$ cat src/rtl/regfile_wb_arbiter.sv
// Writeback arbiter for a two-port (ALU / load) register file with a
// round-robin grant, one-cycle registered write port and a pending-write scoreboard.
module regfile_wb_arbiter (
   input  logic        clk,
   input  logic        reset,
   input  logic        a_valid,
   input  logic [4:0]  a_rd,
   input  logic [31:0] a_data,
   output logic        a_ready,
   input  logic        b_valid,
   input  logic [4:0]  b_rd,
   input  logic [31:0] b_data,
   output logic        b_ready,
   input  logic        iss_valid,
   input  logic [4:0]  iss_rd,
   output logic        iss_ready,
   input  logic [4:0]  rs1,
   input  logic [4:0]  rs2,
   output logic        stall_rs1,
   output logic        stall_rs2,
   output logic        we,
   output logic [4:0]  rd,
   output logic [31:0] wdata,
   output logic [31:0] pending
);

   typedef enum logic {
      SEL_A = 1'b0,
      SEL_B = 1'b1
   } sel_e;

   sel_e        rr_q, rr_d;
   logic        we_q, we_d;
   logic [4:0]  rd_q, rd_d;
   logic [31:0] wdata_q, wdata_d;
   logic [31:0] pending_q, pending_d;

   // Grant: the round-robin pointer only arbitrates, and only moves, under contention.
   always_comb begin
      a_ready = 1'b0;
      b_ready = 1'b0;
      rr_d    = rr_q;
      if (!reset) begin
         if (a_valid && b_valid) begin
            if (rr_q == SEL_A) begin
               a_ready = 1'b1;
               rr_d    = SEL_B;
            end else begin
               b_ready = 1'b1;
               rr_d    = SEL_A;
            end
         end else begin
            a_ready = a_valid;
            b_ready = b_valid;
         end
      end
   end

   always_comb begin
      we_d    = 1'b0;
      rd_d    = rd_q;
      wdata_d = wdata_q;
      if (a_valid && a_ready) begin
         rd_d    = a_rd;
         wdata_d = a_data;
         we_d    = (a_rd != '0);
      end else if (b_valid && b_ready) begin
         rd_d    = b_rd;
         wdata_d = b_data;
         we_d    = (b_rd != '0);
      end
   end

   assign iss_ready = !pending_q[iss_rd] && !reset;

   // Clear first so a same-index set on the same edge wins.
   always_comb begin
      pending_d = pending_q;
      if (we_q) begin
         pending_d[rd_q] = 1'b0;
      end
      if (iss_valid && iss_ready && (iss_rd != '0)) begin
         pending_d[iss_rd] = 1'b1;
      end
   end

   assign stall_rs1 = pending_q[rs1] && (rs1 != '0);
   assign stall_rs2 = pending_q[rs2] && (rs2 != '0);

   always_ff @(posedge clk) begin
      if (reset) begin
         rr_q      <= SEL_A;
         we_q      <= 1'b0;
         rd_q      <= '0;
         wdata_q   <= '0;
         pending_q <= '0;
      end else begin
         rr_q      <= rr_d;
         we_q      <= we_d;
         rd_q      <= rd_d;
         wdata_q   <= wdata_d;
         pending_q <= pending_d;
      end
   end

   assign we      = we_q;
   assign rd      = rd_q;
   assign wdata   = wdata_q;
   assign pending = pending_q;

endmodule
$ cat config.mk
export PLATFORM = sky130hd
export DESIGN_NAME = regfile_wb_arbiter
export DESIGN_NICKNAME = d
export VERILOG_FILES = /design/src/rtl/regfile_wb_arbiter.sv
export SDC_FILE = /design/constraint.sdc
export NUM_CORES = 1
export LEC_CHECK = 0
export CAP_MARGIN = 0
export CORE_MARGIN = 8
export CORE_UTILIZATION = 40
export CTS_BUF_LIST = sky130_fd_sc_hd__clkbuf_4 sky130_fd_sc_hd__clkbuf_8
export DETAILED_ROUTE_END_ITERATION = 16
export PLACE_DENSITY = 0.8
export SLEW_MARGIN = 25
export SYNTH_ARGS = -nofsm -noshare
export SYNTH_HDL_FRONTEND = slang
export SYNTH_SLANG_ARGS = --single-unit
$ cat constraint.sdc
create_clock -name clk -period 1.7 [get_ports clk]
set_input_delay 0.34 -clock clk [delete_from_list [all_inputs] [get_ports clk]]
set_output_delay 0.34 -clock clk [all_outputs]
set_load 0.02 [all_outputs]
==> load_flow_metrics.sql <==
INSERT INTO impl_metrics (metric_group, metric, value, unit) VALUES
('timing', 'final.setup.worst_slack', '-0.599', 'ns'),
('synth', 'post_synth_num_cell_types', '44', ''),
('worst_setup_path', 'worstPathRequired', '1.36', 'ns'),
('global_routing', 'first_global_vias', '4873', ''),
('synth', 'postSynthRegisterBits', '71', ''),
('timing', 'slew_violations', '0', ''),
('synth', 'synth_async_sr_flop_share', '0', ''),
('cts', 'cts_tree', 'built', ''),
('placement', 'dpl-instance-area', '0.00643', 'mm^2'),
('global_routing', 'globalRouteOverflowTotal', '0', ''),
('timing', 'rsz_0062_raised_after_global_routing', 'yes', ''),
('drt', 'routed-wl-met2', '7580', 'um'),
('worst_setup_path', 'endpoint_kind', 'output port', ''),
('cts', 'cts.path.max_buffers', '2', ''),
('drt', 'route.met3.wl', '2110', 'um'),
('global_routing', 'antenna_found_initial', '1', ''),
('synth', 'avg_inst_size_synth', '8.37', 'um^2'),
('worst_hold_path', 'hold_class', 'in2reg', ''),
('die', 'dieArea', '0.0136', 'mm^2'),
('worst_setup_path', 'crit_fanout', '2', ''),
('synth', 'commonest_cells_in_the_netlist', 'sky130_fd_sc_hd__nand2_1 (92), sky130_fd_sc_hd__dfxtp_1 (71), sky130_fd_sc_hd__nor2_1 (39)', ''),
('synth', 'synth-edff-count', '0', ''),
('die', 'die_width', '117', 'um'),
('synth', 'synthesis.nets', '578', ''),
('die', 'placeableCoreArea', '0.00982', 'mm^2'),
('timing', 'relSlewSlack', '0.635', ''),
('power_and_ir_drop', 'vdd_ir_drop_max', '0.485', 'mV'),
('global_routing', 'global_route_wire_length_before_repair', '24800', 'um'),
('timing', 'timing.final.crit_share', '1.35', ''),
('flow_run', 'max_cap_viol_count', '0', ''),
('drt', 'detail_route.wirelength.met1', '5950', 'um'),
('drt', 'routed_via_density', '5.57', ''),
('worst_setup_path', 'critPathArrivalTime', '1.96', 'ns'),
('timing', 'finalCriticalPeriod', '2.30', 'ns'),
('outcome', 'status', 'finished with violations', ''),
('drt', 'highest-signal-layer', 'met4', ''),
('cells_and_area', 'layout-drive-gt1-share', '0.232', ''),
('drt', 'postRouteWirelength', '16100', 'um'),
('timing', 'skew', '0.00691', 'ns'),
('drt', 'detailedRoute.firstPassIterationCount', '5', ''),
('synth', 'synth.cell_area', '0.00405', 'mm^2'),
('cells_and_area', 'area_growth', '67.2', '%'),
('timing', 'fmax', '0.435', 'GHz'),
('global_routing', 'grt_use_total', '0.234', ''),
('placement', 'place_congestion', '0.927', ''),
('cts', 'insertion_delay', '0.35', 'ns'),
('cells_and_area', 'layout.cell_area.non_filler', '0.00678', 'mm^2'),
('drt', 'route.detailed.drc', '0', ''),
('synth', 'yosys-top-cells-area', 'sky130_fd_sc_hd__dfxtp_1 (35%), sky130_fd_sc_hd__mux4_2 (8.9%), sky130_fd_sc_hd__nand2_1 (8.5%)', ''),
('synth', 'yosys.area.top_type_share', '0.351', ''),
('synth', 'syn-instance-count', '484', ''),
('synth', 'yosysSeqAreaShare', '0.351', ''),
('cts', 'clock_sink_count', '71', ''),
('cells_and_area', 'finalCoreUtilization', '0.690', ''),
('die', 'floorplan.die.height', '117', 'um'),
('die', 'ios', '169', ''),
('placement', 'portBuffers', '168', ''),
('cts', 'cts.clk_slew.worst_paths', '0.07', 'ns'),
('power_and_ir_drop', 'p_leak', '2.97', 'nW'),
('global_routing', 'pin_count_of_the_biggest_net_entering_global_routing', '70', ''),
('outcome', 'violations', 'negative setup slack', ''),
('cells_and_area', 'nNetsFinal', '808', ''),
('drt', 'antenna_violating_nets_post_route', '0', ''),
('cts', 'ctsRootBufferMaster', 'sky130_fd_sc_hd__clkbuf_8', ''),
('drt', 'detail_route.iter0.violations', '327', ''),
('placement', 'post-dp-hpwl', '12300', 'um'),
('cts', 'cts_buffers', '9', ''),
('timing', 'number_of_setup_violations_in_the_final_report', '3', ''),
('drt', 'wl_per_cell', '18.9', 'um'),
('synth', 'postSynth.topFlopCell', 'sky130_fd_sc_hd__dfxtp_1', ''),
('timing', 'tns', '-1.61', 'ns');
[flip-flops by register name, indices dropped and copies added (netlist names)]
signal / count
we: 1
pending: 32
rr_q: 1
wdata: 32
rd: 5
[repair_timing]
| item | CTS | global route |
|---|---|---|
| setup endpoints to repair | 59 | 56 |
| pin swaps | 5 | 8 |
| gates resized for setup | 92 | 39 |
| setup buffers | 2 | 5 |
| hold buffers | 0 | 0 |
[layer usage]
metal / up-vias / track usage
met4: 0 / 0.0981
met5: - / 0
met1: 2207 / 0.250
met2: 279 / 0.393
li1: 2224 / -
met3: 37 / 0.107
[cells by family after synthesis]
| group | count (synthesis) | share of synthesized area |
|---|---|---|
| DFF | 71 | 0.351 |
| AOI/OAI and AO/OA | 107 | 0.179 |
| muxes | 39 | 0.148 |
| and+or+nand+nor | 224 | 0.277 |
| xor gates and xnor gates | 1 | 0.00216 |
| buffers and inverters | 42 | 0.0435 |
[where the power goes]
group / internal [mW] / switching, mW / leakage, nW / total, mW
clock: 0.744 / 0.623 / 0.107 / 1.37
sequential: 1.75 / 0.0590 / 0.590 / 1.81
combinational: 0.574 / 0.535 / 2.28 / 1.11
[critical path, stage by stage (launching register included)]
cell	delay, ns
sky130_fd_sc_hd__dfxtp_1	0.31
sky130_fd_sc_hd__mux4_2	0.48
sky130_fd_sc_hd__nand3b_1	0.13
sky130_fd_sc_hd__o21ai_2	0.09
sky130_fd_sc_hd__a2111oi_4	0.40
sky130_fd_sc_hd__buf_4	0.21
[cells in the final DEF (no fill, tap or decap), types with 3 or more instances in the layout]
cell and instances:
sky130_fd_sc_hd__clkbuf_8 10, sky130_fd_sc_hd__buf_4 72, sky130_fd_sc_hd__nand2b_1 9, sky130_fd_sc_hd__clkdlybuf4s50_1 100, sky130_fd_sc_hd__nor3b_1 5, sky130_fd_sc_hd__mux2i_1 16, sky130_fd_sc_hd__clkinv_2 3, sky130_fd_sc_hd__dlymetal6s2s_1 17
sky130_fd_sc_hd__a21oi_1 9, sky130_fd_sc_hd__o21ai_1 26, sky130_fd_sc_hd__mux4_2 16, sky130_fd_sc_hd__dfxtp_1 56, sky130_fd_sc_hd__buf_12 3, sky130_fd_sc_hd__nor3_1 4, sky130_fd_sc_hd__dlygate4sd2_1 43, sky130_fd_sc_hd__dfxtp_2 15
sky130_fd_sc_hd__buf_6 18, sky130_fd_sc_hd__o31ai_1 8, sky130_fd_sc_hd__a311oi_1 32, sky130_fd_sc_hd__nand3_1 12, sky130_fd_sc_hd__nand2_1 91, sky130_fd_sc_hd__buf_2 3, sky130_fd_sc_hd__o21ai_0 16, sky130_fd_sc_hd__nor2_1 39
sky130_fd_sc_hd__a211oi_2 3, sky130_fd_sc_hd__nand3b_1 28, sky130_fd_sc_hd__a22oi_1 6, sky130_fd_sc_hd__nor2b_1 18, sky130_fd_sc_hd__mux2_2 5
[metrics by stage]
stage	total power [mW]	cells	hold slack [ns]
floorplan	2.36	484	0.492
global placement	2.93	829	0.468
detailed placement	2.96	829	0.474
CTS	4.32	847	0.490
global route	4.49	853	0.472
finish	4.29	853	0.471
[layout make-up]
| cell class | instances | area [um^2] |
|---|---|---|
| antenna | 1 | 2.50 |
| timing repair buffer | 259 | 2440 |
| fill | 780 | 3040 |
| clock buffer | 12 | 153 |
| multi-input combinational | 371 | 2520 |
| inverter | 2 | 7.51 |
| clock inverter | 4 | 45.0 |
| sequential | 71 | 1440 |
| tap | 133 | 166 |
[final timing paths]
path | from | to | slack [ns] | cells after the start
setup reg to reg | pending[15]$_SDFF_PP0_ | pending[12]$_SDFF_PP0_ | 0.02 | 4
hold reg to reg | wdata[5]$_SDFFE_PP0P_ | wdata[5]$_SDFFE_PP0P_ | 0.49 | 2
hold / removal | reset | rr_q$_SDFFE_PP0N_ | 0.47 | 3
setup / recovery | pending[15]$_SDFF_PP0_ | iss_ready | -0.60 | 5
No activity file was read; power rests on OpenSTA's default activity.
